`src/rtl/count_snapshot_if.sv`:
```
// Valid/ready record stream carrying a captured counter value and its delta
// from the previous accepted capture.
interface count_snapshot_if #(
    parameter int COUNTER_WIDTH = 32
);
    logic                     m_valid;
    logic                     m_ready;
    logic [COUNTER_WIDTH-1:0] m_cnt;
    logic [COUNTER_WIDTH-1:0] m_delta;

    modport master (
        output m_valid,
        output m_cnt,
        output m_delta,
        input  m_ready
    );

    modport slave (
        input  m_valid,
        input  m_cnt,
        input  m_delta,
        output m_ready
    );
endinterface

```
`src/rtl/count_snapshot.sv`:
```
// Captures {cnt, cnt - previous capture} on each trig into a small FIFO drained
// over valid/ready; captures hitting a full FIFO are dropped and counted.
module count_snapshot #(
    parameter int COUNTER_WIDTH = 32,
    parameter int DEPTH         = 4
) (
    input  logic                     clk,
    input  logic                     rst_n,
    input  logic [COUNTER_WIDTH-1:0] cnt,
    input  logic                     trig,
    input  logic                     clr_ovf,
    count_snapshot_if.master         m,
    output logic [$clog2(DEPTH):0]   level,
    output logic                     overflow,
    output logic [7:0]               drop_cnt
);
    localparam int AW = $clog2(DEPTH);
    localparam int LW = AW + 1;

    logic [AW-1:0]            wr_ptr_reg;
    logic [AW-1:0]            rd_ptr_reg;
    logic [LW-1:0]            level_reg;
    logic [LW-1:0]            level_next;
    logic [COUNTER_WIDTH-1:0] prev_reg;
    logic                     overflow_reg;
    logic                     overflow_next;
    logic [7:0]               drop_cnt_reg;
    logic [7:0]               drop_cnt_next;

    logic [COUNTER_WIDTH-1:0] cnt_mem   [DEPTH];
    logic [COUNTER_WIDTH-1:0] delta_mem [DEPTH];

    logic                     full;
    logic                     pop;
    logic                     push;
    logic                     drop;
    logic [COUNTER_WIDTH-1:0] delta;

    assign full  = (level_reg == LW'(DEPTH));
    assign pop   = m.m_valid && m.m_ready;
    // A pop in the same cycle frees the head slot, so a full FIFO still accepts.
    assign push  = trig && (!full || pop);
    assign drop  = trig && full && !pop;
    assign delta = cnt - prev_reg;

    assign m.m_valid = (level_reg != '0);
    assign m.m_cnt   = cnt_mem[rd_ptr_reg];
    assign m.m_delta = delta_mem[rd_ptr_reg];

    assign level    = level_reg;
    assign overflow = overflow_reg;
    assign drop_cnt = drop_cnt_reg;

    always_comb begin
        level_next = level_reg;
        case ({push, pop})
            2'b10:   level_next = level_reg + LW'(1);
            2'b01:   level_next = level_reg - LW'(1);
            default: level_next = level_reg;
        endcase
    end

    // A drop coinciding with clr_ovf restarts the tally at one rather than zero.
    always_comb begin
        overflow_next = overflow_reg;
        drop_cnt_next = drop_cnt_reg;
        if (drop) begin
            overflow_next = 1'b1;
            if (clr_ovf)
                drop_cnt_next = 8'd1;
            else if (drop_cnt_reg != 8'hFF)
                drop_cnt_next = drop_cnt_reg + 8'd1;
        end else if (clr_ovf) begin
            overflow_next = 1'b0;
            drop_cnt_next = 8'd0;
        end
    end

    always_ff @(posedge clk or negedge rst_n) begin
        if (!rst_n) begin
            wr_ptr_reg   <= '0;
            rd_ptr_reg   <= '0;
            level_reg    <= '0;
            prev_reg     <= '0;
            overflow_reg <= 1'b0;
            drop_cnt_reg <= 8'd0;
        end else begin
            level_reg    <= level_next;
            overflow_reg <= overflow_next;
            drop_cnt_reg <= drop_cnt_next;
            if (push) begin
                wr_ptr_reg <= wr_ptr_reg + AW'(1);
                prev_reg   <= cnt;
            end
            if (pop)
                rd_ptr_reg <= rd_ptr_reg + AW'(1);
        end
    end

    // Storage needs no reset: entries are only visible once level covers them.
    always_ff @(posedge clk) begin
        if (push) begin
            cnt_mem[wr_ptr_reg]   <= cnt;
            delta_mem[wr_ptr_reg] <= delta;
        end
    end
endmodule
```
`src/flat_wrapper.sv`:
```
// flat-port wrapper written by rule: the top's interface ports become plain ports
module count_snapshot_flat 
#(
    parameter int COUNTER_WIDTH = 32,
    parameter int DEPTH         = 4
)
  (clk, rst_n, cnt, trig, clr_ovf, level, overflow, drop_cnt, m_m_valid, m_m_cnt, m_m_delta, m_m_ready);
  count_snapshot_if #(.COUNTER_WIDTH(COUNTER_WIDTH)) m_i ();
  input  logic clk;
  input  logic rst_n;
  input  logic [COUNTER_WIDTH-1:0] cnt;
  input  logic trig;
  input  logic clr_ovf;
  output logic [$clog2(DEPTH):0] level;
  output logic overflow;
  output logic [7:0] drop_cnt;
  output wire logic [$bits(m_i.m_valid)-1:0] m_m_valid;
  output wire logic [$bits(m_i.m_cnt)-1:0] m_m_cnt;
  output wire logic [$bits(m_i.m_delta)-1:0] m_m_delta;
  input wire logic [$bits(m_i.m_ready)-1:0] m_m_ready;
  assign m_m_valid = m_i.m_valid;
  assign m_m_cnt = m_i.m_cnt;
  assign m_m_delta = m_i.m_delta;
  assign m_i.m_ready = m_m_ready;
  count_snapshot #(.COUNTER_WIDTH(COUNTER_WIDTH), .DEPTH(DEPTH)) u_core (.clk(clk), .rst_n(rst_n), .cnt(cnt), .trig(trig), .clr_ovf(clr_ovf), .m(m_i), .level(level), .overflow(overflow), .drop_cnt(drop_cnt));
endmodule
```
`config.mk`:
```
export PLATFORM = sky130hd
export DESIGN_NAME = count_snapshot_flat
export DESIGN_NICKNAME = d
export VERILOG_FILES = /design/src/rtl/count_snapshot_if.sv /design/src/rtl/count_snapshot.sv /design/src/flat_wrapper.sv
export SDC_FILE = /design/constraint.sdc
export NUM_CORES = 1
export LEC_CHECK = 0
export ABC_AREA = 0
export CORE_MARGIN = 4
export CORE_UTILIZATION = 55
export CTS_CLUSTER_SIZE = 30
export DETAILED_ROUTE_END_ITERATION = 8
export PLACE_DENSITY_LB_ADDON = 0.2
export SYNTH_ARGS = -nofsm -noshare
export SYNTH_HDL_FRONTEND = slang
export SYNTH_SLANG_ARGS = --single-unit
export TNS_END_PERCENT = 10
```
`constraint.sdc`:
```
create_clock -name clk -period 4.6 [get_ports clk]
set_input_delay 0.46 -clock clk [delete_from_list [all_inputs] [get_ports clk]]
set_output_delay 0.46 -clock clk [all_outputs]
set_load 0.03 [all_outputs]
```
# Yosys cells after proc, flatten, opt, wreduce, memory -nomap -nowiden
# Memories as Yosys holds them, arrays and structs flattened.
# Cells that the tools add are included.
# classes
mux	9
n_eq_ne	4
reduce_logical	12
add_sub_neg	6
# ops
cell	n
2-to-1 mux 8 bit	4
subtractor 32 bit	1
adder 8 x 1 -> 8 bit, second input constant	1
inequality test 8 bit, second input constant	1
one-hot mux 3 bit (2 select lines)	1
nonzero test 2 bit	3
adder 2 x 1 -> 2 bit, second input constant	2
logical AND 1 bit	4
2-to-1 mux 1 bit	4
adder 3 x 1 -> 3 bit, second input constant	1
equality test 3 bit, second input constant	1
nonzero test 3 bit	1
subtractor 3 x 1 -> 3 bit, second input constant	1
equality test 2 x 1 -> 1 bit, second input constant	1
equality test 2 bit, second input constant	1
logical NOT 1 bit	2
AND reduction 2 bit	1
logical OR 1 bit	1
# word_totals
n_memories	2
register_bits	48
ramBits	256
# memory_table
memory	depth	width	rd	rd_ports_with_merged_regs	wr	line	rtl
u_core.cnt_mem	4	32	1	0	1	count_snapshot.sv:30	logic [COUNTER_WIDTH-1:0] cnt_mem [DEPTH];
u_core.delta_mem	4	32	1	0	1	count_snapshot.sv:31	logic [COUNTER_WIDTH-1:0] delta_mem [DEPTH];

# Depth between registers and ports, before layout
# logic_depth
word_depth	6
depth_mapped	11

# Worst setup path before layout
# No wires, ideal clock.
# synth_path
path_kind	register to register
from	reg u_core.level_reg[2], in the netlist u_core.level[2]
to	mem u_core.cnt_mem[0][0] (enable)
path_buffers	2
stages_incl_launch_ff	6
required_ns	4.113
arrival_time_ns	3.896
slack_ns	0.217
setup_time_ns	0.487
cell_sequence	dfrtp_1 -> nor4b_2 -> nand2b_1 -> clkbuf_1 -> clkbuf_1 -> nor2_1
# synth_between
elab_chain_len	6
word_cells_on_any_way	8
# synth_lines
item	line	rtl
from (decl)	count_snapshot.sv:22	logic [LW-1:0] level_reg;
from (signal assigned)	count_snapshot.sv:88	level_reg <= level_next;
equality test 3 bit or nonzero test 3 bit (tied branches)	count_snapshot.sv:39, count_snapshot.sv:46	
logical NOT 1 bit or logical AND 1 bit (tied branches)	count_snapshot.sv:42, count_snapshot.sv:40	
logical OR 1 bit *	count_snapshot.sv:42	assign push = trig && (!full || pop);
logical AND 1 bit *	count_snapshot.sv:42	
2-to-1 mux 1 bit *	count_snapshot.sv:102	if (push) begin
2-to-1 mux 1 bit (not written as such) *	count_snapshot.sv:103	cnt_mem[wr_ptr_reg] <= cnt;
to (decl)	count_snapshot.sv:30	
# Every way passes the cells marked *; elsewhere a longest branch is shown, timed or not.

# Worst setup path in the final report
# layout_path
from	reg u_core.rd_ptr_reg[0]
to	out m_m_delta[28]
# layout_between
elab_chain_len	1
# layout_lines
item	line	rtl
from (decl)	count_snapshot.sv:21	logic [AW-1:0] rd_ptr_reg;
from (signal assigned)	count_snapshot.sv:96	rd_ptr_reg <= rd_ptr_reg + AW'(1);
memory read (4 x 32 bit)	n/a	
to (decl)	flat_wrapper.sv:19	output wire logic [$bits(m_i.m_delta)-1:0] m_m_delta;
# Every way passes these cells.

==> results.md <==
- The flow ran to the end, and the final reports show no timing, DRC or antenna violations.
- Setup violations remaining at the end of the flow were counted as 0.
- The synthesized instance count is 755.
- The tightest min-delay check is of the primary input to async pin type.
- The HPWL reported at the end of detailed placement is between 15000 and 20000 um.
- The number of buffers created by CTS is 30.
- The destination of the worst register-to-register timing path is u_core.delta_mem[1][30]$_DFFE_PP_.
- The via count of the first global-routing pass was 7381.
- The worst-case clock skew is 0.008003 ns.
- The initial antenna violation count came to 0.
- Net switching is 33.98% of the power.
- The synthesized design contains 256 enable-type register cells.
- The top cell types in the final layout, fill and taps aside, are sky130_fd_sc_hd__edfxtp_1 (256), sky130_fd_sc_hd__clkdlybuf4s50_1 (112), sky130_fd_sc_hd__mux4_2 (64), sky130_fd_sc_hd__inv_1 (51), sky130_fd_sc_hd__dfrtp_1 (46).
- The top-level port count is between 100 and 150.
- For met2 alone, demand over resource in global routing was 31.49%.
- The tool flagged a number of max-cap violations equal to 0.
- The total wirelength of the detailed-routed design is approximately 25000 um.
- The area of the mapped netlist is roughly 13000 sq um.
- The most common cell after layout, fill and taps aside is sky130_fd_sc_hd__edfxtp_1.
- For this run, the top clock speed supported by timing is a little under 0.3 GHz.
- In this run the clock root is driven by a sky130_fd_sc_hd__clkbuf_16.
- The total instance count after detailed placement is roughly 1200.
- For this run, global-route usage on met3 was measured as between 2 and 3%.
- In this run the number of H-tree levels came out at 1.
- The finished layout holds 1231 standard cells, fillers aside.
- The cell type of the slowest stage on the worst timing path is sky130_fd_sc_hd__dfrtp_4.
- The last weighted congestion value of the routability-driven placer is 0.8727.
- The count of distinct cell types in the synthesized netlist is 52.
- After detailed routing, the average wire length per cell comes to about 21 um.
- Dividing the detail-routed via count by the number of cells gives roughly 5.7.
- The share of total power in sequential cells is 38.5%.
- The critical path is of the flip-flop to output port type.
- The net count of the mapped netlist is 831.
- For the worst setup path, the data required time is about 4.1 ns.
- In this run the core area contains 56 standard-cell rows.
- The worst reg2reg path startpoint is u_core.prev_reg[0]$_DFFE_PN0P_.
- For this run, the post-layout net count is ~960.
- The longest individual stage delay on the worst path is ~0.85 ns.
- Along the worst path, the maximum fanout reaches 30.
- The predominant post-synthesis flop cell is sky130_fd_sc_hd__edfxtp_1.
- The global-route total usage across every layer is 19.44%.
- At the worst endpoint, the arrival time is 3.00 ns.
- The total placed instance area is 14570 sq um.
- The via total after detailed routing is 7007.
- IR analysis of the VDD net gives a maximum drop of 523.2 uV.
- The total of warnings raised by yosys is 0.
- The core region area is roughly 23000 sq um.
- The total power is 10.77 mW.
- The critical path crosses 3 cells after its start point.
- The clock-pin slew on the worst setup and hold paths is 0.06 ns.
- In this run the power spent charging and discharging nets is 3.659 mW.
- For the finished layout, the period the worst path requires is 3.462 ns.
- The number of antenna diodes in the final layout is 0.
- The insertion delay of the later-clocked pin in the worst-skew pair is 0.55 ns.
- The flop-to-flop setup slack is approximately 1.6 ns.
- The total count of hold-check failures in the final report is 0.
- The critical path goes through buf_4 -> mux4_2 -> clkdlybuf4s50_1.
- The clock network fraction of design power is 23.2%.
- In the global route stage, met1 resource usage came out at between 20% and 30%.
- The worst path buffer plus inverter count is 2.
- Dividing total power by cell area gives a power density of 689.8 nW/um^2.
- The synthesis-to-layout area growth is 20.01%.
- The synthesized design contains a little over 300 register bits.
- The overflow left after global routing is 0.
- The layout has 1611 filler cells.
- Each instance of the synthesized netlist takes up on average 17.23 sq um.
- In this run the tightest slew margin relative to its limit is 56.32%.
- The maximum buffer depth of the clock tree is 3.
- The area occupied by multi-input gates is ~3800 sq um.
- Before antenna repair, the detailed router went through 5 iterations.
- The accumulated negative setup slack is 0 ns.
- The internal portion of the total power is 7.109 mW.
- The TritonCTS sink count is 304.
- In this run the remaining antenna-violating nets after routing total 0.
- After synthesis, flip-flops and latches occupy between 60% and 70% of the total area.
- STA classifies the critical path endpoint as an output port.
- The post-synthesis async set-or-reset flop share is between 10% and 20%.
- The number of design-rule violations left by the first detailed-router iteration is 562.
- The horizontal extent of the die is 161.8 um.
- For this run, the share of the core covered by cells in the final layout is about two thirds.
- The total leakage power is 5.636 nW.
- In the finished design, the share of the clock period the worst path needs comes to approximately three quarters.
- Measured in cells, the most critical reg-to-reg path has a length of 10.
- Combinational logic burns 38.4% of the power.
- With fillers left out, the area of the finished cells amounts to 15610 sq um.
- The effective utilization at floorplan is 55.58%.
- The count of buffers from port buffering is 113.
- The area occupied by registers is between 8000 and 9000 sq um.
- Setup repair after global routing left no endpoint under its margin.
- The clock tree from TritonCTS is built.
- The floorplan step defined a die boundary enclosing ~26000 sq um.
- Entering global routing, the biggest net connects 49 pins.
- After detailed routing, the number of remaining DRC violations is 0.
- The die is 161.8 um tall.
- The global-route wire length before repair is 40220 um.
- The transition time at the pin with the least slew margin is around 0.66 ns.
- The global routing stage identified its most utilized layer as met2.
- The post-cts repair resize count is 0.
- In the final layout, the share of cells above drive strength 1 is 19.63%.
- In this design, the largest share of critical-path delay is due to buffers and inverters.
- The max-slew violation count is 0.
- The kind of launch point of the worst setup path is a flip-flop.
-- Yosys cell counts, types with 17 or more instances --
library cell | instances | share of area (%)
sky130_fd_sc_hd__a21oi_1 | 29 | 1.1
sky130_fd_sc_hd__ha_1 | 37 | 3.6
sky130_fd_sc_hd__mux4_2 | 64 | 11
sky130_fd_sc_hd__edfxtp_1 | 256 | 59
sky130_fd_sc_hd__xnor2_1 | 23 | 1.5
sky130_fd_sc_hd__dfrtp_1 | 48 | 9.2
sky130_fd_sc_hd__nand2_1 | 21 | 0.61
sky130_fd_sc_hd__a21o_1 | 20 | 1.2
sky130_fd_sc_hd__mux2_2 | 31 | 2.7
sky130_fd_sc_hd__inv_1 | 51 | 1.5
sky130_fd_sc_hd__o21ai_0 | 17 | 0.65
sky130_fd_sc_hd__nor2_1 | 36 | 1.0
-- metrics by stage --
| stage | hold WS (ns) | setup WS, ns |
|---|---|---|
| CTS | 0.4098 | 1.029 |
| detailed placement | 0.4461 | 0.8758 |
| global route | 0.4527 | 0.9295 |
| floorplan | 0.1644 | 0.2174 |
| global placement | 0.4391 | 1.076 |
| finish | 0.4102 | 1.138 |
-- cell type report --
cell class              instances  area share [%]
clock inverters                22           1.467
flip-flops and latches        304           56.98
well taps                     319           2.557
clock buffers                  34           5.106
repair buffers                127           8.064
multi-input cells             374           24.60
inverters                      51           1.226
-- routing by layer --
metal | wire (um) | vias up
met1 | 11680 | 3543
li1 | - | 3201
met5 | 0 | -
met4 | 465 | 0
met3 | 1214 | 41
met2 | 12080 | 222
-- worst max-delay path by stage --
stage / from / slack, ns / to
6_report: u_core.rd_ptr_reg[0]$_DFFE_PN0N_ / 1.14 / m_m_delta[28]
5_1_grt: u_core.rd_ptr_reg[0]$_DFFE_PN0N_ / 0.93 / m_m_delta[28]
4_1_cts: u_core.rd_ptr_reg[0]$_DFFE_PN0N_ / 1.03 / m_m_cnt[2]
3_5_place_dp: cnt[0] / 0.88 / u_core.delta_mem[1][30]$_DFFE_PP_
3_3_place_gp: cnt[0] / 1.08 / u_core.delta_mem[0][30]$_DFFE_PP_
2_1_floorplan: u_core.level[2]$_DFFE_PN0P_ / 0.22 / u_core.cnt_mem[0][0]$_DFFE_PP_
-- logic make-up after synthesis --
family,synth area share (%)
flops,68.34
compound gates,5.464
mux,13.84
simple gates,3.540
buf+inv,2.386
fa+ha+maj,3.867
xor+xnor,2.559
-- repair_timing --
action / 4_1_cts / 5_1_grt
buffers inserted: 0 / 0
endpoints found under the hold margin: 17 / 0
endpoints found under the setup margin: 0 / 0
hold buffers: 1 / 0
-- power by group through the flow --
| stage | combinational, mW | clock, mW | sequential, mW |
|---|---|---|---|
| final | 4.13 | 2.49 | 4.14 |
| after global routing | 4.39 | 2.66 | 4.21 |
| after CTS | 4.18 | 2.53 | 4.16 |
| after detailed placement | 4.16 | 0 | 4.21 |
| after global placement | 4.08 | 0 | 4.16 |
| after floorplan | 2.79 | 0 | 4.09 |
Power figures use the tool's default switching activity.
